==> src/rtl/rgb_yuv_pipe.sv <==
// rgb_yuv_pipe: 4-stage handshaked RGB->YUV converter with a per-pixel BT.601 / BT.709 / bypass select.
// Downstream backpressure freezes every stage at once; outputs are rounded, offset and saturated codes.
module rgb_yuv_pipe #(
    parameter int DSIZE = 16,
    parameter int CFRAC = 15
) (
    input  logic             clock,
    input  logic             reset,
    input  logic             in_valid,
    output logic             in_ready,
    input  logic [1:0]       mode,
    input  logic [DSIZE-1:0] rdata,
    input  logic [DSIZE-1:0] gdata,
    input  logic [DSIZE-1:0] bdata,
    output logic             out_valid,
    input  logic             out_ready,
    output logic [DSIZE-1:0] ydata,
    output logic [DSIZE-1:0] udata,
    output logic [DSIZE-1:0] vdata
);

    localparam int PW = DSIZE + CFRAC + 1;  // signed product width
    localparam int SW = DSIZE + CFRAC + 2;  // sum / rounding width
    localparam int DW = DSIZE + 1;          // signed colour-difference width

    typedef enum logic [1:0] {
        MODE_601 = 2'd0,
        MODE_709 = 2'd1,
        MODE_BYP = 2'd2,
        MODE_RSV = 2'd3
    } mode_t;

    // Reference coefficients are 15-bit fractions; rescale to CFRAC with round-to-nearest.
    function automatic logic [CFRAC-1:0] kscale(input int k15);
        int v;
        if (CFRAC >= 15) v = k15 * (2 ** (CFRAC - 15));
        else             v = (k15 + 2 ** (14 - CFRAC)) / (2 ** (15 - CFRAC));
        return CFRAC'(v);
    endfunction

    localparam logic [CFRAC-1:0] KR_601 = kscale(9798);
    localparam logic [CFRAC-1:0] KG_601 = kscale(19235);
    localparam logic [CFRAC-1:0] KB_601 = kscale(3736);
    localparam logic [CFRAC-1:0] KU_601 = kscale(16122);
    localparam logic [CFRAC-1:0] KV_601 = kscale(28738);
    localparam logic [CFRAC-1:0] KR_709 = kscale(6966);
    localparam logic [CFRAC-1:0] KG_709 = kscale(23436);
    localparam logic [CFRAC-1:0] KB_709 = kscale(2366);
    localparam logic [CFRAC-1:0] KU_709 = kscale(17659);
    localparam logic [CFRAC-1:0] KV_709 = kscale(20808);

    localparam logic signed [SW-1:0] RND = SW'(1) << (CFRAC - 1);
    localparam logic signed [SW-1:0] OFS = SW'(1) << (DSIZE - 1);

    // Clamp a signed wide value into the unsigned DSIZE-bit code range.
    function automatic logic [DSIZE-1:0] sat(input logic signed [SW-1:0] x);
        if (x[SW-1])               return '0;
        else if (|x[SW-2:DSIZE])   return '1;
        else                       return x[DSIZE-1:0];
    endfunction

    logic stall;
    logic advance;

    assign stall    = out_valid && !out_ready;
    assign advance  = !stall;
    assign in_ready = advance;

    // Stage 1: Y products plus delayed components and mode
    logic                 s1_valid;
    logic        [PW-1:0] s1_pr, s1_pg, s1_pb;
    logic [DSIZE-1:0]     s1_r, s1_g, s1_b;
    mode_t                s1_mode;

    // Stage 2: saturated Y and colour differences
    logic                 s2_valid;
    logic [DSIZE-1:0]     s2_y;
    logic signed [DW-1:0] s2_du, s2_dv;
    logic [DSIZE-1:0]     s2_r, s2_g, s2_b;
    mode_t                s2_mode;

    // Stage 3: chroma products
    logic                 s3_valid;
    logic signed [PW-1:0] s3_pu, s3_pv;
    logic [DSIZE-1:0]     s3_y;
    logic [DSIZE-1:0]     s3_r, s3_g, s3_b;
    mode_t                s3_mode;

    mode_t                in_mode;
    logic [CFRAC-1:0]     kr, kg, kb, ku, kv;
    logic signed [SW-1:0] y_round;
    logic [DSIZE-1:0]     y_sat;
    logic signed [DW-1:0] du, dv;
    logic signed [PW-1:0] pu, pv;
    logic signed [SW-1:0] u_round, v_round;
    logic [DSIZE-1:0]     y_out, u_out, v_out;

    always_comb begin
        // NOTE: every signal written here gets a default first, so no path through the block can infer a latch.
        in_mode = (mode == MODE_RSV) ? MODE_601 : mode_t'(mode);
        kr = KR_601;
        kg = KG_601;
        kb = KB_601;
        if (in_mode == MODE_709) begin
            kr = KR_709;
            kg = KG_709;
            kb = KB_709;
        end
    end

    always_comb begin
        ku = KU_601;
        kv = KV_601;
        if (s2_mode == MODE_709) begin
            ku = KU_709;
            kv = KV_709;
        end
    end

    always_comb begin
        y_round = SW'($signed(s1_pr)) + SW'($signed(s1_pg)) + SW'($signed(s1_pb)) + RND;
        y_sat   = sat(y_round >>> CFRAC);
        du      = $signed({1'b0, s1_b}) - $signed({1'b0, y_sat});
        dv      = $signed({1'b0, s1_r}) - $signed({1'b0, y_sat});
    end

    always_comb begin
        pu = PW'(s2_du) * PW'($signed({1'b0, ku}));
        pv = PW'(s2_dv) * PW'($signed({1'b0, kv}));
    end

    always_comb begin
        u_round = SW'(s3_pu) + RND;
        v_round = SW'(s3_pv) + RND;
        y_out   = s3_y;
        u_out   = sat((u_round >>> CFRAC) + OFS);
        v_out   = sat((v_round >>> CFRAC) + OFS);
        if (s3_mode == MODE_BYP) begin
            y_out = s3_r;
            u_out = s3_g;
            v_out = s3_b;
        end
    end

    // Valid chain and output registers; the whole chain moves together or not at all.
    always_ff @(posedge clock) begin
        // NOTE: sequential state uses non-blocking assignments so every stage samples the pre-edge values.
        if (reset) begin
            s1_valid  <= 1'b0;
            s2_valid  <= 1'b0;
            s3_valid  <= 1'b0;
            out_valid <= 1'b0;
            ydata     <= '0;
            udata     <= '0;
            vdata     <= '0;
        end else if (advance) begin
            s1_valid  <= in_valid;
            s2_valid  <= s1_valid;
            s3_valid  <= s2_valid;
            out_valid <= s3_valid;
            if (s3_valid) begin
                ydata <= y_out;
                udata <= u_out;
                vdata <= v_out;
            end
        end
    end

    // NOTE: internal datapath registers carry no reset; the stage valid bits alone decide what is live.
    always_ff @(posedge clock) begin
        if (advance) begin
            if (in_valid) begin
                s1_pr   <= PW'(kr) * PW'(rdata);
                s1_pg   <= PW'(kg) * PW'(gdata);
                s1_pb   <= PW'(kb) * PW'(bdata);
                s1_r    <= rdata;
                s1_g    <= gdata;
                s1_b    <= bdata;
                s1_mode <= in_mode;
            end
            if (s1_valid) begin
                s2_y    <= y_sat;
                s2_du   <= du;
                s2_dv   <= dv;
                s2_r    <= s1_r;
                s2_g    <= s1_g;
                s2_b    <= s1_b;
                s2_mode <= s1_mode;
            end
            if (s2_valid) begin
                s3_pu   <= pu;
                s3_pv   <= pv;
                s3_y    <= s2_y;
                s3_r    <= s2_r;
                s3_g    <= s2_g;
                s3_b    <= s2_b;
                s3_mode <= s2_mode;
            end
        end
    end

endmodule

==> config.mk <==
export PLATFORM = sky130hd
export DESIGN_NAME = rgb_yuv_pipe
export DESIGN_NICKNAME = d
export VERILOG_FILES = /design/src/rtl/rgb_yuv_pipe.sv
export SDC_FILE = /design/constraint.sdc
export NUM_CORES = 2
export LEC_CHECK = 0
export BUFFER_PORTS_ARGS = -buffer_cell sky130_fd_sc_hd__buf_4
export CORE_ASPECT_RATIO = 1.2
export CORE_MARGIN = 4
export CORE_UTILIZATION = 58
export DETAILED_ROUTE_END_ITERATION = 12
export PLACE_DENSITY = 0.82
export SLEW_MARGIN = 10
export SYNTH_ARGS = -nofsm -noshare
export SYNTH_HDL_FRONTEND = slang
export SYNTH_SLANG_ARGS = --single-unit
==> constraint.sdc <==
create_clock -name clock -period 7.46 [get_ports clock]
set_clock_uncertainty 0.2 [all_clocks]
set_input_delay 1.119 -clock clock [delete_from_list [all_inputs] [get_ports clock]]
set_output_delay 1.119 -clock clock [all_outputs]
set_load 0.005 [all_outputs]
Word-level counts from Yosys, hierarchy flattened --
Cells that the tools add are included.
Storage, ports and cells: bits of input ports 54, register bits 425, logic and storage cells 72
Cells by class: multiplexer cells 15, $mul 5, $add $sub $neg 9, equal/unequal tests 4, bitwise operators 1, reductions and logical operators 10
Operator list (count):
- two-way mux 16 bit | 9
- adder 32 x 16 -> 33 bit (second input constant) | 2
- multiplier 17 x 16 -> 32 bit | 2
- adder 18 x 17 -> 19 bit (second input constant) | 2
- subtractor 16 x 16 -> 17 bit | 2
- adder 32 x 31 -> 33 bit | 1
- adder 33 x 16 -> 33 bit (second input constant) | 1
- adder 31 x 31 -> 32 bit | 1
- OR reduction 16 bit | 2
- multiplier 15 x 16 -> 31 bit | 1
- multiplier 14 x 16 -> 30 bit | 1
- multiplier 12 x 16 -> 28 bit | 1
- two-way mux 14 bit | 2
- two-way mux 15 bit | 1
- two-way mux 13 bit | 1
- two-way mux 11 bit | 1
- AND reduction 2 bit | 4
- equality test 2 x 1 -> 1 bit (second input constant) | 2
- equality test 2 bit (second input constant) | 2
- logical NOT 1 bit | 2
- two-way mux 2 bit | 1
- OR reduction 2 bit | 1
- logical AND 1 bit | 1
- NOT 1 bit | 1

Longest topological paths before layout --
word-level depth 7, mapped depth 28, mapped depth without buffers 27

Least setup slack after synthesis --
OpenSTA, ideal clock, no wires.
kind input to register, from input port mode[1], to register s1_pg[27] (data pin), path buffers 1, arrival time 6.889 ns, slack 0.111 ns, cell stages on the path 25, required time 7.001 ns, path through nand2b_1 > inv_1 > clkbuf_1 > and2_1 > or2_2 > ha_1 > inv_1 > fa_1 > inv_1 > fa_1 > inv_1 > fa_1 > fa_1 > fa_1 > inv_1 > ha_1 > a2111oi_0 > o21a_1 > or3b_1 > o2111ai_1 > nand2_1 > o21ai_0 > or4_1 > a41oi_1 > xnor2_1
Between the ends: longest elaborated chain between the ends 5
Ends and longest elaborated chain:
- from (decl) | RTL line 11 | input logic [1:0] mode,
- equality test 2 bit | RTL line 100 | in_mode = (mode == MODE_RSV) ? MODE_601 : mode_t'(mode);
- two-way mux 2 bit * | RTL line 100
- equality test 2 x 1 -> 1 bit * | RTL line 104 | if (in_mode == MODE_709) begin
- two-way mux 13 bit * | RTL line 104
- multiplier 15 x 16 -> 31 bit * | RTL line 174 | s1_pg <= PW'(kg) * PW'(gdata);
- to (signal assigned) | RTL line 174
- to (decl) | RTL line 71 | logic [PW-1:0] s1_pr, s1_pg, s1_pb;
Every way passes the cells marked *; elsewhere a longest branch is shown, timed or not. A chain may end at the register's enable or synchronous reset.

Final worst setup path --
Same ends and word-level chain as after synthesis.

==> flow_summary.yaml <==
logic_synthesis:
  synthAdderAreaFrac: 0.469
  yosysUniqueCellTypes: 79
  syn_area_um2: 44400
  synth.area.mux_share: 0.000225
  synth_compound_area_frac: 0.0716
  synth_area_leaders: "fa_1, edfxtp_1, ha_1"
  yosys.area.top_type: "fa_1"
  netlist_top_cells_count: "inv_1, ha_1, fa_1"
  async_reset_ff_frac: 0
  synth_top_flop_cell: "edfxtp_1"
  synth_top_family_by_area: "adder cells"
  ys_warn_count: 0
  synth_seq_cells: 389
  yosysTopAreaCellShare: 0.283
  syn_inst: 4125
  synth_most_common_cell: "inv_1"
  synth_seq_area_share: 0.251
  synth_edf_count: 337
  avgSynthCellArea_um2: 10.8
  synth_xor_area_frac: 0.0371
  synth-simple-area-share: 0.0803
placed_design:
  place_congestion: 0.958
  placed_cell_area_um2: 47200
  dpl.hpwl_um: 83100
  portBuffers: 103
  dp.cells: 5333
critical_path:
  critical_path_class: "in -> reg"
  arrival_ps: 7230
  cp-start-kind: "input pin"
  worst_path_max_delay_cell: "fa_1"
  critPathMaxStageDelay_ps: 540
  required_ps: 7590
  regToRegSetupSlack_ps: 450
  cp_max_fo: 11
  crit_path_end_kind: "flop"
clock_network:
  cts_buffer_depth: 3
  clk_latency_ps: 610
  cts_inserted_buffers: 41
  root_buffer: "clkbuf_16"
  ctsHtreeMaxLevel: 2
  clk_pin_slew_ps: 60
  clock-sinks: 389
  cts_tree: "done"
  cts_hold_buf: 0
sta:
  rsz0062_at_grt: "false"
  worst_slew_pin_slew_ps: 1060
  slew_viol_final: 0
  fin_crit_ps: 7100
  final-setup-viol-count: 0
  hold_viol: 0
  tns_ps: 0
  min_period_over_period: 0.951
  fmax_mhz: 141
  slew_headroom: 0.292
cells_and_area:
  drive_gt1_frac: 0.0812
  finalNetCount: 5711
  fin_cells: 5409
  area.growth.synth_to_final_pct: 9.54
  fin_area_um2: 48600
hold_path:
  hp-class: "reg -> reg"
routing:
  postRouteWirelength_um: 99800
  first_pass_iters: 5
  postRouteAntennaNets: 0
  wl_per_cell_um: 18.4
  drt_iter0_drc: 1979
  vias: 29528
  route.detailed.drc: 0
  viasPerCell: 5.46
floorplanning:
  io_pins: 104
  start_util: 0.589
  coreArea_um2: 75400
  dieArea_um2: 81000
  rows: 110
  die_x_um: 261
  die-height_um: 311
grt:
  grt-ovfl-total: 0
  grt_usage: 0.254
  grt_pass1_wl_um: 163000
  grt_pass1_vias: 32514
  antenna_found_initial: 3
  grt_max_degree: 83
job:
  maxCapViolCount: 0
status:
  status: "complete, no violations"
==> flip-flops by register name, summed over array words and instances (netlist names), 17 cells and up <==
signal / flops
s1_pg: 30
s1_pr: 28
s1_pb: 27
s3_pu: 18
s3_pv: 18
s2_du: 17
s2_dv: 17
==> path summary, 6_finish.rpt <==
kind,start,endpoint,cells after the start
setup reg to reg,s2_mode[0],s3_pu[26],20
hold reg to reg,s2_y[9],s3_y[9],0
hold / removal,s2_y[9],s3_y[9],0
setup / recovery,mode[1],s1_pg[27],25
==> layout make-up <==
cell class	count	area, µm²
Antenna cell	2	5.00
Fill cell	5667	26800
Multi-Input combinational cell	2751	29500
Inverter	973	3650
Clock buffer	50	1140
Clock inverter	24	256
Tap cell	1008	1260
Sequential cell	389	11200
Timing Repair Buffer	212	1600
==> critical path: cells and delay by family <==
| family | cells | cell delay [ps] |
|---|---|---|
| adders and majority gates | 7 | 3100 |
| and+or+nand+nor | 6 | 1350 |
| xor gates and xnor gates | 1 | 100 |
| AOI/OAI and AO/OA | 5 | 1100 |
| buffers and inverters | 6 | 460 |
==> metal layers <==
layer | global-route usage | wire length [µm] | vias to the layer above
met5 | 0 | 16 | -
met4 | 0.123 | 5710 | 2
met3 | 0.0264 | 4520 | 308
met2 | 0.459 | 51800 | 887
met1 | 0.303 | 37700 | 14645
li1 | - | - | 13686
==> repair_timing <==
| item | 4_1_cts | 5_1_grt |
|---|---|---|
| buffers inserted | 0 | 0 |
| setup endpoints to repair | 0 | 2 |
| resized for setup | 0 | 2 |
| endpoints found under the hold margin | 0 | 0 |
==> kinds of logic after synthesis <==
logic type	after synthesis
AOI/OAI and AO/OA	454
xor gates and xnor gates	188
adders and majority gates	1289
buffers and inverters	1058
DFF	389
muxes	1
other	2
and+or+nand+nor	744
==> metrics by stage <==
step | setup slack [ps] | util | hold slack, ps
floorplan | 111 | - | 200
global placement | -91.2 | 0.626 | 201
detailed placement | -185 | 0.626 | 205
CTS | 404 | 0.645 | 214
global route | 9.36 | 0.645 | 220
finish | 363 | 0.645 | 216
==> layout by cell type, fill, tap and decap left out, types with 15 or more instances in the layout <==
master	instances
inv_1	973
ha_1	662
fa_1	627
edfxtp_1	337
nor2_1	242
buf_4	211
nand2_1	170
xnor2_1	131
a21oi_1	105
and2_1	88
o21ai_0	80
conb_1	75
xor2_1	57
dfxtp_1	52
o21a_1	45
a21o_1	44
nor3_1	44
clkbuf_16	43
or2_2	41
nand3_1	35
a211oi_1	29
a311oi_1	28
and3_1	23
nor2b_1	22
nand4_1	18
nand2b_1	17
or3_1	15
Power is left out: the tool's default activity adds up to more than one toggle a clock period on the data nets, which glitch-free logic cannot reach.
